<file path="src/rtl/bus_arbiter.sv">
// bus_arbiter: round-robin arbiter/sequencer for the shared 9-bit snooping bus
// {op[8:7], tag[6:4], data[3:0]}. It grants one cache controller at a time, drives
// its message to memory and snoopers, holds the bus for read misses until memory
// returns data, and then pulses done (plus rdValid/err) back to the requester.
// The optional statistics counters are enabled by defining BUS_STATS_EN.
//
// Handshake: req[i] is a level request that the controller holds until done[i].
// The arbiter samples req only in IDLE. From then on it works from the message it
// latched, so later changes to req or reqMsg have no effect on that transaction.
// done[i] is a single-cycle pulse. A req[i] still high in the following IDLE cycle
// is treated as a new request.
module bus_arbiter #(
   parameter int NREQ    = 3,
   parameter int MEM_LAT = 2,
   parameter int MEM_TOP = 6
) (
   input  logic              clock,
   input  logic              reset,
   input  logic [NREQ-1:0]   req,
   input  logic [NREQ*9-1:0] reqMsg,
   input  logic [8:0]        memOut,
   output logic [NREQ-1:0]   gnt,
   output logic [8:0]        bus,
   output logic [3:0]        rdData,
   output logic              rdValid,
   output logic [NREQ-1:0]   done,
   output logic              err,
   output logic              busy,
`ifdef BUS_STATS_EN
   output logic [7:0]        rdCnt,
   output logic [7:0]        wbCnt,
   output logic [7:0]        invCnt,
   output logic [7:0]        errCnt,
`endif
   output logic [1:0]        dbg_state_o
);

   localparam int          IDXW     = $clog2(NREQ);
   localparam int          LATW     = (MEM_LAT > 2) ? $clog2(MEM_LAT) : 1;
   localparam logic [8:0]  IDLE_MSG = 9'h180;
   localparam logic [1:0]  OP_RD    = 2'd0;
   localparam logic [1:0]  OP_WB    = 2'd1;
   localparam logic [1:0]  OP_INV   = 2'd2;
   localparam logic [1:0]  OP_NOP   = 2'd3;
   localparam logic [2:0]  TAG_TOP  = 3'(MEM_TOP);

   typedef enum logic [1:0] {
      S_IDLE  = 2'd0,
      S_DRIVE = 2'd1,
      S_WAIT  = 2'd2,
      S_RESP  = 2'd3
   } state_t;

   state_t          state_q;
   logic [IDXW-1:0] ptr_q;
   logic [IDXW-1:0] cur_q;
   logic [1:0]      op_q;
   logic [LATW-1:0] lat_q;

   logic [IDXW-1:0] sel_d;
   logic            found_d;
   logic [8:0]      sel_msg_d;

`ifdef BUS_STATS_EN
   logic [7:0] rd_cnt_q;
   logic [7:0] wb_cnt_q;
   logic [7:0] inv_cnt_q;
   logic [7:0] err_cnt_q;

   assign rdCnt  = rd_cnt_q;
   assign wbCnt  = wb_cnt_q;
   assign invCnt = inv_cnt_q;
   assign errCnt = err_cnt_q;
`endif

   // Only the data nibble of the memory return is meaningful.
   logic unused_mem_bits;
   assign unused_mem_bits = &{1'b0, memOut[8:4]};

   assign dbg_state_o = state_q;

   function automatic logic [NREQ-1:0] onehot(input logic [IDXW-1:0] idx);
      return {{(NREQ-1){1'b0}}, 1'b1} << idx;
   endfunction

   function automatic logic [7:0] sat_inc(input logic [7:0] c);
      return (c == 8'hFF) ? c : c + 8'd1;
   endfunction

   // Round-robin pick: first asserted request scanning upward from ptr, wrapping.
   always_comb begin
      int j;
      found_d = 1'b0;
      sel_d   = '0;
      j       = 0;
      for (int k = 0; k < NREQ; k++) begin
         j = int'(ptr_q) + k;
         if (j >= NREQ) j = j - NREQ;
         if (!found_d && req[j]) begin
            found_d = 1'b1;
            sel_d   = IDXW'(j);
         end
      end
      sel_msg_d = reqMsg[9*int'(sel_d) +: 9];
   end

   // Transaction FSM; every output is a register updated here.
   always_ff @(posedge clock or posedge reset) begin
      if (reset) begin
         state_q   <= S_IDLE;
         ptr_q     <= '0;
         cur_q     <= '0;
         op_q      <= OP_NOP;
         lat_q     <= '0;
         bus       <= IDLE_MSG;
         gnt       <= '0;
         done      <= '0;
         rdValid   <= 1'b0;
         rdData    <= 4'h0;
         err       <= 1'b0;
         busy      <= 1'b0;
`ifdef BUS_STATS_EN
         rd_cnt_q  <= 8'h00;
         wb_cnt_q  <= 8'h00;
         inv_cnt_q <= 8'h00;
         err_cnt_q <= 8'h00;
`endif
      end else begin
         done    <= '0;
         rdValid <= 1'b0;
         err     <= 1'b0;
         case (state_q)
            S_IDLE: begin
               if (found_d) begin
                  cur_q <= sel_d;
                  op_q  <= sel_msg_d[8:7];
                  busy  <= 1'b1;
                  if (sel_msg_d[8:7] == OP_NOP) begin
                     // No-op message: acknowledge without a bus cycle.
                     state_q <= S_RESP;
                     done    <= onehot(sel_d);
                  end else if (sel_msg_d[6:4] > TAG_TOP) begin
                     // Tag outside memory: reject, bus stays idle.
                     state_q <= S_RESP;
                     done    <= onehot(sel_d);
                     err     <= 1'b1;
`ifdef BUS_STATS_EN
                     err_cnt_q <= sat_inc(err_cnt_q);
`endif
                  end else begin
                     state_q <= S_DRIVE;
                     gnt     <= onehot(sel_d);
                     bus     <= sel_msg_d;
                  end
               end
            end
            S_DRIVE: begin
               if (op_q == OP_RD && MEM_LAT > 1) begin
                  state_q <= S_WAIT;
                  lat_q   <= LATW'(MEM_LAT - 2);
               end else begin
                  state_q <= S_RESP;
                  gnt     <= '0;
                  bus     <= IDLE_MSG;
                  done    <= onehot(cur_q);
                  if (op_q == OP_RD) begin
                     rdData  <= memOut[3:0];
                     rdValid <= 1'b1;
                  end
`ifdef BUS_STATS_EN
                  if (op_q == OP_RD)  rd_cnt_q  <= sat_inc(rd_cnt_q);
                  if (op_q == OP_WB)  wb_cnt_q  <= sat_inc(wb_cnt_q);
                  if (op_q == OP_INV) inv_cnt_q <= sat_inc(inv_cnt_q);
`endif
               end
            end
            S_WAIT: begin
               // Read miss keeps the bus for MEM_LAT cycles in total.
               if (lat_q == '0) begin
                  state_q <= S_RESP;
                  gnt     <= '0;
                  bus     <= IDLE_MSG;
                  done    <= onehot(cur_q);
                  rdData  <= memOut[3:0];
                  rdValid <= 1'b1;
`ifdef BUS_STATS_EN
                  rd_cnt_q <= sat_inc(rd_cnt_q);
`endif
               end else begin
                  lat_q <= lat_q - 1'b1;
               end
            end
            S_RESP: begin
               // One idle cycle so memory always sees a bus change between messages.
               state_q <= S_IDLE;
               busy    <= 1'b0;
               ptr_q   <= (cur_q == IDXW'(NREQ - 1)) ? '0 : cur_q + 1'b1;
            end
            default: begin
               state_q <= S_IDLE;
               gnt     <= '0;
               bus     <= IDLE_MSG;
               busy    <= 1'b0;
            end
         endcase
      end
   end

endmodule

</file>
<file path="config.mk">
export PLATFORM = sky130hd
export DESIGN_NAME = bus_arbiter
export DESIGN_NICKNAME = d
export VERILOG_FILES = /design/src/rtl/bus_arbiter.sv
export SDC_FILE = /design/constraint.sdc
export NUM_CORES = 1
export LEC_CHECK = 0
export ABC_AREA = 1
export BUFFER_PORTS_ARGS = -buffer_cell sky130_fd_sc_hd__buf_4
export CORE_AREA = 2 2 63 65
export DETAILED_ROUTE_END_ITERATION = 7
export DIE_AREA = 0 0 65 67
export GPL_ROUTABILITY_DRIVEN = 0
export HOLD_SLACK_MARGIN = 0.02
export MAX_ROUTING_LAYER = met4
export PLACE_DENSITY = 0.88
export SLEW_MARGIN = 10
export SYNTH_ARGS = -nofsm -noshare
export SYNTH_HDL_FRONTEND = slang
export SYNTH_SLANG_ARGS = --single-unit
</file>
<file path="constraint.sdc">
create_clock -name clock -period 3.54 [get_ports clock]
set_clock_uncertainty 0.05 [all_clocks]
set_input_delay 0.708 -clock clock [delete_from_list [all_inputs] [get_ports clock]]
set_output_delay 0.708 -clock clock [all_outputs]
set_load 0.005 [all_outputs]
</file>
==> impl_metrics.ini <==
[sta]
hold_viol = 0
setup_viol = 0
slew_headroom_pct = 26.0
worst_pin_slew_ns = 1.11
tns_ns = 0
grt_setup_unrepaired = false
min_period_ns = 2.96
fin_ws_ns = 0.578
finalMaxSlewViolations = 0
fmax_mhz = 338
fin_crit_sh_pct = 83.7

[synth]
yosysMostFrequentCell = nand2_1
syn-cell-area_um2 = 1920
synth_cell_types = 24
synth_cells = 264
synth-seq-area-share_pct = 39.3
async_flop_share_pct = 100
syn_nets = 314
ys_warn_count = 0
synthTopCellsByArea = dfrtp_1, nand2_1, nand3_1
synth-edff-count = 0
post_synth.cell_area_avg_um2 = 7.29
yosysTopAreaCell = dfrtp_1
synthFlopType = dfrtp_1
synthTopCellsByCount = nand2_1, nand3_1, dfrtp_1, inv_1, nor2_1
synth_seq_cells = 30
synth_top_area_share_pct = 33.8

[cells_and_area]
areaGrowthSynthToFinish_pct = 28.7
drive_gt1_share_pct = 27.7
final_area_um2 = 2480
final_nets = 374
n_antenna_cell = 0
stdcell_count = 373

[route]
wl_um = 4600
drc = 0
via_per_inst = 5.17
firstDrtPassIters = 4
post_drt_wl_per_cell_um = 12.3
drt-initial-drc-count = 138
vias = 1929
ant_nets = 0

[clock_tree]
tritoncts = done
clock-root-buffer = clkbuf_8
hold_buffers = 0
htreeDepth = 2
cts_sinks = 30
cts_resized = 0
cts_buffers = 5
clock_latency_ns = 0.29
clk_pin_slew_worst_paths_ns = 0.06
cts_setup_buffers = 0
clockBufferDepth = 2

[setup_path]
worstPathRequired_ns = 3.71
path_max_fanout = 13
crit_start = ptr_q[0]
r2r-start = ptr_q[0]
cp.arrival_ns = 3.14
end_kind = flip-flop
crit_type = reg -> reg
start_kind = flip-flop

[placed_design]
dp_hpwl_um = 3510
placed_area_um2 = 2390
post-place-ws_ns = 0.623
dp.cells = 365
port_buffers = 59

[global_route]
grt_pass1_wl_um = 7520
grt_usage_pct = 23.2
first_global_vias = 1770
grt_max_degree = 31
antenna_found_initial = 0
grt_overflow_total = 0

[outcome]
status = finished, final reports clean

[min_path]
min-delay-path-class = reg -> reg
min_from = bus[7]

[pwr]
power_density_nw_per_um2 = 1060
p_leak_nw = 1.37
vdd_drop_max_v = 0.000564

[die]
fp.dieH_um = 67
die_w_um = 65
dieArea_um2 = 4360
num_io_pins = 65
core-area_um2 = 3610
placementRows = 22
start_util_pct = 53.4

[job]
maxCapViolations = 0
==> layer usage <==
metal | GRT usage, % | vias to the layer above | wire (um)
li1 | - | 965 | -
met1 | 25.4 | 884 | 1860
met2 | 40.6 | 75 | 2370
met3 | 5.24 | 5 | 306
met4 | 9.84 | 0 | 74
met5 | - | - | 0
==> where the power goes <==
group | switching (mW) | total, mW | internal [mW]
Clock | 0.126 | 0.282 | 0.156
Combinational | 1.11 | 1.75 | 0.641
Sequential | 0.0857 | 0.600 | 0.514
Total | 1.32 | 2.63 | 1.31
==> flip-flops by register name (all words and copies together) (netlist names) <==
register	cells
ptr_q	2
op_q	2
cur_q	2
err	1
gnt	3
rdValid	1
bus	9
busy	1
done	3
rdData	4
dbg_state_o	2
==> final cells by class <==
class | instances | area [um2]
Sequential cell | 30 | 756
Multi-Input combinational cell | 196 | 1000
Timing Repair Buffer | 60 | 450
Clock inverter | 1 | 5.00
Inverter | 31 | 116
Tap cell | 48 | 60.1
Clock buffer | 7 | 86.3
Fill cell | 320 | 1130
==> cells by family after synthesis <==
group / synth area share (%)
AOI/OAI and AO/OA: 9.75
buffers and inverters: 8.58
and+or+nand+nor: 36.5
DFF: 39.3
adders and majority gates: 5.85
==> per-stage QoR <==
stage	total power, mW	utilization, %	hold WS, ns
2_1_floorplan	1.91	-	0.401
3_3_place_gp	2.28	66.2	0.405
3_5_place_dp	2.35	66.2	0.412
4_1_cts	2.64	68.7	0.421
5_1_grt	2.90	68.7	0.446
6_report	2.63	68.7	0.424
==> cell usage in the layout (no fill, tap or decap) <==
| master | netlist | layout |
|---|---|---|
| a21oi_1 | 13 | 13 |
| ha_1 | 9 | 9 |
| inv_1 | 26 | 26 |
| nand2_1 | 85 | 85 |
| o21bai_1 | 1 | 1 |
| nand3_2 | 3 | 3 |
| nor3_1 | 4 | 4 |
| a31oi_1 | 3 | 3 |
| dfstp_2 | 4 | 4 |
| nand3_1 | 32 | 32 |
| inv_2 | 5 | 5 |
| o21ai_2 | 1 | 1 |
| nand2_2 | 1 | 1 |
| a211oi_2 | 1 | 1 |
| clkinv_2 | 0 | 1 |
| nand4_2 | 1 | 1 |
| nand2_4 | 5 | 5 |
| clkbuf_8 | 0 | 6 |
| nand3b_1 | 3 | 3 |
| nor2_1 | 17 | 17 |
| buf_4 | 0 | 60 |
| dfrtp_1 | 26 | 26 |
| nor2_2 | 2 | 2 |
| o21ai_0 | 15 | 15 |
| clkbuf_1 | 3 | 1 |
==> critical path, cell delays in order, from the launching register on <==
cell and delay, ns:
dfrtp_1 0.38, inv_1 0.09, ha_1 0.40, inv_2 0.11, nand2_1 0.07, nand3_1 0.06, nand2_1 0.14, nand3_2 0.12
nor2_2 0.15, inv_2 0.04, nand2_1 0.33, nand3_1 0.18, nand2_1 0.12, nand3_2 0.12, nand2_4 0.11, nand2_4 0.12
nand2_4 0.16, nand2_1 0.07, nand2_1 0.07
==> path summary, 6_finish.rpt <==
check                             to  slack (ns)  cells after the start
setup / recovery              bus[0]        0.58                     18
hold / removal                bus[7]        0.42                      2
setup reg to reg              bus[0]        0.58                     18
hold reg to reg               bus[7]        0.42                      2
max in group asynchronous  rdData[1]        2.11                      2
min in group asynchronous     bus[2]        0.66                      2
Power figures use the tool's default switching activity.
